<file path="config.mk">
export PLATFORM = sky130hd
export DESIGN_NAME = prog_modulo_counter
export DESIGN_NICKNAME = d
export VERILOG_FILES = /design/src/rtl/prog_counter_pkg.sv /design/src/rtl/count_prescaler.sv /design/src/rtl/prog_modulo_counter.sv
export SDC_FILE = /design/constraint.sdc
export NUM_CORES = 1
export LEC_CHECK = 0
export CORE_UTILIZATION = 48
export CTS_CLUSTER_DIAMETER = 60
export CTS_CLUSTER_SIZE = 10
export DETAILED_ROUTE_END_ITERATION = 6
export HOLD_SLACK_MARGIN = 0.02
export PLACE_DENSITY_LB_ADDON = 0.05
export RECOVER_POWER = 50
export SLEW_MARGIN = 20
export SYNTH_ARGS = -nofsm -noshare
export SYNTH_HDL_FRONTEND = slang
export SYNTH_SLANG_ARGS = --single-unit
</file>
<file path="constraint.sdc">
create_clock -name clk -period 2.55 [get_ports clk]
set_input_delay 0.255 -clock clk [delete_from_list [all_inputs] [get_ports clk]]
set_output_delay 0.255 -clock clk [all_outputs]
set_load 0.01 [all_outputs]
</file>
<file path="src/rtl/prog_counter_pkg.sv">
// Shared constants and next-count selection
// for the programmable modulo counter.
package prog_counter_pkg;

  localparam logic DIR_UP       = 1'b1;
  localparam logic DIR_DOWN     = 1'b0;
  localparam logic MODE_FREE    = 1'b0;
  localparam logic MODE_ONESHOT = 1'b1;

  localparam int CNT_MAX_W = 32;

  typedef struct packed {
    logic                 term;
    logic [CNT_MAX_W-1:0] nxt;
  } step_t;

  // Operands are zero-extended by the caller; cnt+1 and cnt-1
  // are only taken when no wrap can occur.
  function automatic step_t next_count(
    input logic [CNT_MAX_W-1:0] cnt,
    input logic [CNT_MAX_W-1:0] mod,
    input logic                 up
  );
    step_t r;
    if (up == DIR_UP) begin
      r.term = (cnt >= mod);
      r.nxt  = r.term ? '0 : cnt + 1'b1;
    end else begin
      r.term = (cnt == '0);
      r.nxt  = r.term ? mod : cnt - 1'b1;
    end
    return r;
  endfunction

endpackage

</file>
<file path="src/rtl/count_prescaler.sv">
// Enable prescaler: ticks once every
// (prescale+1) enabled, non-held cycles.
module count_prescaler
  import prog_counter_pkg::*;
#(
  parameter int PRE_W = 4
) (
  input  logic             clk,
  input  logic             rst_n,
  input  logic             enable,
  input  logic             hold,
  input  logic             restart,
  input  logic [PRE_W-1:0] prescale,
  output logic             tick
);

  logic [PRE_W-1:0] pre_cnt_q;
  logic [PRE_W-1:0] pre_cnt_d;
  logic             hit;

  assign hit  = (pre_cnt_q == prescale);
  assign tick = enable & hit & ~hold;

  // pre_cnt above prescale rolls through 2^PRE_W-1 back to 0.
  always_comb begin
    pre_cnt_d = pre_cnt_q;
    if (restart) begin
      pre_cnt_d = '0;
    end else if (enable && !hold) begin
      pre_cnt_d = hit ? '0 : pre_cnt_q + 1'b1;
    end
  end

  always_ff @(posedge clk or negedge rst_n) begin
    if (!rst_n) begin
      pre_cnt_q <= '0;
    end else begin
      pre_cnt_q <= pre_cnt_d;
    end
  end

endmodule

</file>
<file path="src/rtl/prog_modulo_counter.sv">
// Runtime-programmable up/down modulo counter
// with load, clear, prescaler, wrap pulse and one-shot.
module prog_modulo_counter
  import prog_counter_pkg::*;
#(
  parameter int WIDTH = 8,
  parameter int PRE_W = 4
) (
  input  logic             clk,
  input  logic             rst_n,
  input  logic             enable,
  input  logic             clr,
  input  logic             load,
  input  logic [WIDTH-1:0] load_val,
  input  logic [WIDTH-1:0] modulus,
  input  logic             dir,
  input  logic             oneshot,
  input  logic [PRE_W-1:0] prescale,
  output logic [WIDTH-1:0] count,
  output logic             wrap_o,
  output logic             done
);

  logic [WIDTH-1:0] count_q;
  logic [WIDTH-1:0] count_d;
  logic             wrap_q;
  logic             wrap_d;
  logic             done_q;
  logic             done_d;
  logic             tick;
  step_t            st;

  count_prescaler #(
    .PRE_W(PRE_W)
  ) u_pre (
    .clk     (clk),
    .rst_n   (rst_n),
    .enable  (enable),
    .hold    (done_q),
    .restart (clr | load),
    .prescale(prescale),
    .tick    (tick)
  );

  always_comb begin
    st = next_count(CNT_MAX_W'(count_q),
                    CNT_MAX_W'(modulus),
                    dir);
  end

  always_comb begin
    count_d = count_q;
    wrap_d  = 1'b0;
    done_d  = done_q;
    priority case (1'b1)
      clr: begin
        count_d = '0;
        done_d  = 1'b0;
      end
      load: begin
        count_d = load_val;
        done_d  = 1'b0;
      end
      tick: begin
        wrap_d = st.term;
        // One-shot terminal freezes count; tick is gated by done.
        if (st.term && (oneshot == MODE_ONESHOT)) begin
          done_d = 1'b1;
        end else begin
          count_d = WIDTH'(st.nxt);
        end
      end
      default: ;
    endcase
  end

  always_ff @(posedge clk or negedge rst_n) begin
    if (!rst_n) begin
      count_q <= '0;
      wrap_q  <= 1'b0;
      done_q  <= 1'b0;
    end else begin
      count_q <= count_d;
      wrap_q  <= wrap_d;
      done_q  <= done_d;
    end
  end

  assign count  = count_q;
  assign wrap_o = wrap_q;
  assign done   = done_q;

endmodule

</file>
# ---- Word level (Yosys, flattened, before mapping)
# Cells that the tools add are included.
dict set report word_totals {
  elab_cells 40
  output_inout_bits 10
  rom_bits 0
  latchBits 0
  mem_count 0
  regBits 14
  ramBits 0
  input_bits 27
}
dict set report op_classes {
  n_div 0
  n_mux 17
  eq_ne 2
  bitwise_logic 4
  magnitude_cmp 1
  mul 0
  shifts 0
  reduce_logical 9
  add_sub_neg 3
}
# op count
set ops {}
lappend ops {{$mux 33} 1}
lappend ops {{$mux 32} 1}
lappend ops {{$mux 8} 4}
lappend ops {{$mux 4} 3}
lappend ops {{$add 8x1->9 const B} 1}
lappend ops {{$mux 9} 1}
lappend ops {{$sub 8x1->9 const B} 1}
lappend ops {{$ge 8x8->1} 1}
lappend ops {{$logic_not 8->1} 1}
lappend ops {{$mux 1} 7}
lappend ops {{$reduce_bool 3->1} 2}
lappend ops {{$add 4x1->4 const B} 1}
lappend ops {{$eq 4x4->1} 1}
lappend ops {{$reduce_and 2->1} 2}
lappend ops {{$ne 3x3->1 const B} 1}
lappend ops {{$and 1x1->1} 2}
lappend ops {{$logic_and 1x1->1} 2}
lappend ops {{$reduce_bool 2->1} 1}
lappend ops {{$logic_not 1->1} 1}
lappend ops {{$not 1->1} 1}
lappend ops {{$or 1x1->1} 1}

# ---- Longest topological paths before layout
dict set report depth {
  ltp_word 8
  mapped_depth 10
  ltp_nobuf 8
}

# ---- Cells and area by module
# Synthesis repeated with hierarchy kept, for this count alone.
dict set report unflattened {
  cells_unflattened 180
  area_unflattened_um2 1456.4
}
# mod cells_each seq_area_each_um2 instances area_per_inst_um2
set modules_own_cells {}
lappend modules_own_cells {prog_modulo_counter 149 250.2 1 1193.6}
lappend modules_own_cells {count_prescaler 31 100.1 1 262.8}

# ---- Least setup slack after synthesis
# Ideal clock, no wire load.
dict set report synth_path {
  path_kind {register to register}
  start {register count_q[0] (netlist: count[0])}
  end {register count_q[2] (netlist: count[2])}
  arrival_ns 2.246
  path_buffers 0
  setup_ns 0.136
  stages_incl_launch_ff 9
  period_less_slack_ns 2.382
  slack_ns 0.168
  path_cell_list {dfrtp_1 > inv_1 > ha_1 > nand2b_1 > a2111oi_0 > o211ai_2 > nor3b_1 > o31ai_1 > o41ai_2}
}
dict set report synth_between {
  elab_chain_cells 7
  elab_cells_between_ends 14
  classes_between {add/sub: 2; order compare: 1; eq/ne: 1; mux: 7; reduce/logical: 3}
}
# element line
set synth_lines {}
lappend synth_lines {{start, declared} prog_modulo_counter.sv:24} ;# logic [WIDTH-1:0] count_q;
lappend synth_lines {{start signal, assigned} prog_modulo_counter.sv:83} ;# count_q <= count_d;
lappend synth_lines {{$sub 8x1->9 (tied with other cells)} prog_counter_pkg.sv:30} ;# r.nxt = r.term ? mod : cnt - 1'b1;
lappend synth_lines {{$mux 32 or $mux 9 (tied branches)} {prog_counter_pkg.sv:30, prog_counter_pkg.sv:27}}
lappend synth_lines {{$mux 33 *} prog_counter_pkg.sv:25} ;# if (up == DIR_UP) begin
lappend synth_lines {{$mux 8} prog_modulo_counter.sv:67} ;# if (st.term && (oneshot == MODE_ONESHOT)) begin
lappend synth_lines {{$mux 8 (3 in series)} prog_modulo_counter.sv:55} ;# priority case (1'b1)
# Every way passes the cells marked *; elsewhere a longest branch is shown, timed or not. The select of a mux whose other input is x is not followed.
# A chain may end at the register's enable or synchronous reset.

# ---- Worst setup path after layout
dict set report layout_path {
  start {input port modulus[6]}
  end {register count_q[2] (netlist: count[2])}
}
dict set report layout_between {
  elab_chain_cells 7
  elab_cells_between_ends 10
  classes_between {order compare: 1; eq/ne: 1; mux: 6; reduce/logical: 2}
}
# element line
set layout_lines {}
lappend layout_lines {{start, declared} prog_modulo_counter.sv:15} ;# input logic [WIDTH-1:0] modulus,
lappend layout_lines {{$ge 8x8->1 *} prog_counter_pkg.sv:26} ;# r.term = (cnt >= mod);
lappend layout_lines {{$mux 9} prog_counter_pkg.sv:27} ;# r.nxt = r.term ? '0 : cnt + 1'b1;
lappend layout_lines {{$mux 33 *} prog_counter_pkg.sv:25}
lappend layout_lines {{$mux 8} prog_modulo_counter.sv:67}
lappend layout_lines {{$mux 8 (3 in series)} prog_modulo_counter.sv:55}
# Marks and branches as above.

==> Implementation_results.wiki <==
{| class="wikitable"
! Metric !! Value
|-
| Vertical extent of the die || 58.3 µm
|-
| R2R Setup Slk || 190 ps
|-
| Starting density of the core || 0.502
|-
| CTS tree || done
|-
| Highest clock rate || 0.420 GHz
|-
| Biggest area consumer among synthesized cells || dfrtp_1
|-
| GRT overflow || 0
|-
| Capturing instance or port of the critical path || count[2]$_DFFE_PN0P_
|-
| Worst ir drop on vdd || 268 µV
|-
| Area share of the largest cell type after synthesis || 0.231
|-
| Final core area utilization || 0.701
|-
| Count of final setup violators || 0
|-
| # DRC || 0
|-
| Hold Fails Final Rpt || 0
|-
| Width of the die || 58.3 µm
|-
| Max-cap violations || 0
|-
| Number of cells produced by synthesis || 190
|-
| Wire length after detailed routing || 4.30 mm
|-
| Relative slew margins || 0.547
|-
| Number of antenna violations at the first check in global routing || 0
|-
| Post-synth top flop || dfrtp_1
|-
| P&R area growth vs syn || 39.8%
|-
| Insertion delay to the later sink of the worst-skew pair || 290 ps
|-
| Total Power || 914 µW
|-
| Per-cell routed wire length || 14.8 µm
|-
| Via density per instance || 5.52
|-
| Asr flop ratio synth || 1.00
|-
| Worst flop-to-flop path endpoint || count[0]$_DFFE_PN0P_
|-
| Synthesized net count || 229
|-
| Length of the first detailed-routing pass in iterations || 4
|-
| Worst Slack Setup Final || 169 ps
|-
| Number of gates resized after cts || 0
|-
| Layout net count || 286
|-
| Global-route wire length before repair || 6.93 mm
|-
| Post-route insts no fill || 290
|-
| Most instantiated cells after synthesis || nor2_1 (19), inv_1 (17), dfrtp_1 (14), ha_1 (12), nand2_1 (11)
|-
| Post-synthesis register bit count || 14
|-
| Worst Tran Pin Value || 678 ps
|-
| Post-Synthesis Mean Instance Area || 7.99 µm²
|-
| Number of buffer cells added on primary ports || 36
|-
| Filler cell count || 259
|-
| Clock buffer count from CTS || 3
|-
| Via count of the first global-routing pass || 1530
|-
| Final worst clock skew || 5.14 ps
|-
| Worst setup path start || modulus[6]
|-
| IO Count || 37
|-
| Endpoint class of the critical path || flip-flop
|-
| CP Launch Type || input port
|-
| Largest net degree at the start of global routing || 15
|-
| Outcome || completed
|-
| Syn Std Cell Area || 0.00152 mm²
|-
| DRC marker count from the first detailed-route iteration || 97
|-
| Reg-to-reg critical path startpoint || count[0]$_DFFE_PN0P_
|-
| Final critical path time including I/O delays and setup || 2380 ps
|-
| Total die area || 0.00339 mm²
|-
| Post-synth EDFFs || 0
|-
| Cell row count || 20
|-
| Clock-pin transition on the worst setup and hold timing paths || 90 ps
|-
| CTS H-Tree Depth || 1
|-
| Number of distinct library cell variants in the gate-level netlist after synthesis || 46
|-
| Worst endpoint data arrival time || 2550 ps
|-
| DP Cell Count || 286
|-
| Pre-CTS worst setup slack || -276 ps
|-
| Post-CTS Hold Fix Bufs || 0
|-
| Count of clock tree sinks || 14
|-
| Layout cells sized above 1 || 0.179
|-
| Cell with the most instances after synthesis || nor2_1
|-
| Maximum number of buffers from clock root to sink || 2
|-
| Cell Pwr Density || 430 mW/mm²
|-
| Clk Tree Root Cell || clkbuf_4
|-
| Type of the setup path with the least slack || input port to flip-flop
|-
| Core ar. || 0.00303 mm²
|-
| Length in cells of the worst reg-to-reg path || 11
|-
| Unrepaired setup endpoints after global routing || no
|-
| Tightest Hold Check Type || input port to asynchronous set/reset pin
|-
| Placed wire-length estimate after detailed placement || 3.41 mm
|-
| Final Slew Violations || 0
|-
| Share of the clock period used by the worst path || 0.934
|-
| Number of vias after detailed routing || 1600
|-
| Yosys warnings || 0
|-
| Maximum fanout along the worst path || 8
|-
| Antenna Violating Nets Remaining || 0
|-
| Overall global routing resource usage || 0.270
|-
| Count of inserted antenna diode cells || 0
|-
| Critical path data required time || 2720 ps
|-
| Routability cong. || 0.882
|-
| Post-CTS Setup Bufs || 0
|-
| Dominant cells by area after synthesis || dfrtp_1 (23%), ha_1 (9.9%), nor2_1 (4.7%)
|-
| Leakage component of the power || 0.958 nW
|-
| Sequential-to-total area share from yosys stat || 0.231
|}
worst min path at each step:
stage | startpoint | end | slack (ps) | depth (start not counted)
after floorplan | rst_n | count[0]$_DFFE_PN0P_ | -40 | 0
after global placement | u_pre.pre_cnt_q[3]$_DFFE_PN0P_ | u_pre.pre_cnt_q[3]$_DFFE_PN0P_ | 490 | 1
after detailed placement | u_pre.pre_cnt_q[3]$_DFFE_PN0P_ | u_pre.pre_cnt_q[3]$_DFFE_PN0P_ | 510 | 1
after CTS | rst_n | count[1]$_DFFE_PN0P_ | 390 | 1
after global routing | rst_n | count[0]$_DFFE_PN0P_ | 480 | 1
final | rst_n | count[6]$_DFFE_PN0P_ | 440 | 1
sequential cells by signal (all words and copies together) (netlist names):
name             cells
u_pre.pre_cnt_q      4
done                 1
wrap_o               1
count                8
where the power goes:
group          leakage (nW)  internal, mW  switching (mW)
Combinational         0.751         0.243           0.244
Sequential            0.186         0.240          0.0193
Clock                0.0210        0.0870          0.0807
Total                 0.958         0.570           0.344
kinds of logic after synthesis:
| family | count (synthesis) | synth area share |
|---|---|---|
| flip-flops | 14 | 0.231 |
| adder cells (fa/ha/maj) | 12 | 0.0988 |
| multiplexers | 6 | 0.0428 |
| AO/OA/AOI/OAI | 47 | 0.220 |
| XOR/XNOR | 9 | 0.0519 |
| buffers and inverters | 29 | 0.0906 |
| AND/OR/NAND/NOR | 73 | 0.265 |
per-stage QoR:
stage	area [µm²]	hold slack [ps]	TNS, ps
finish	2120	437	0
floorplan	1520	-40.6	0
CTS	2110	391	0
detailed placement	2070	511	-1470
global route	2120	483	0
global placement	2070	490	-1230
metal layers:
metal / wire (µm) / GRT usage
met5: 0 / 0
met4: 7 / 0.0544
met3: 256 / 0.0491
met2: 2150 / 0.460
met1: 1890 / 0.358
worst max-delay path, stage by stage:
cell and delay (ps):
clkdlybuf4s50_1 490, inv_1 50, ha_1 300, nand3_1 70, or3_1 410, o211ai_4 320, buf_4 200, nor4_1 50
o31ai_1 260, o41ai_2 130
layout make-up:
cell class,instances,area [µm²],area share
Tap cell,44,55.1,0.0259
Inverter,17,63.8,0.0301
Timing Repair Buffer,64,567,0.267
Sequential cell,14,350,0.165
Clock buffer,4,36.3,0.0171
Multi-Input combinational cell,147,1050,0.495
cell usage in the layout, fill, tap and decap left out, types with 2 or more instances in the layout:
| cell | n |
|---|---|
| a211oi_1 | 5 |
| a21oi_1 | 10 |
| buf_4 | 27 |
| clkbuf_4 | 3 |
| clkdlybuf4s50_1 | 31 |
| dfrtp_1 | 14 |
| dlygate4sd3_1 | 5 |
| ha_1 | 12 |
| inv_1 | 17 |
| mux2i_1 | 5 |
| nand2_1 | 11 |
| nand2b_1 | 3 |
| nand3_1 | 6 |
| nand4_1 | 2 |
| nor2_1 | 19 |
| nor2b_1 | 5 |
| nor3_1 | 10 |
| nor3b_1 | 2 |
| nor4_1 | 3 |
| o21ai_0 | 10 |
| o22ai_1 | 3 |
| o31ai_1 | 8 |
| or4_1 | 2 |
| xnor2_1 | 8 |
(Power assumes the default switching activity.)
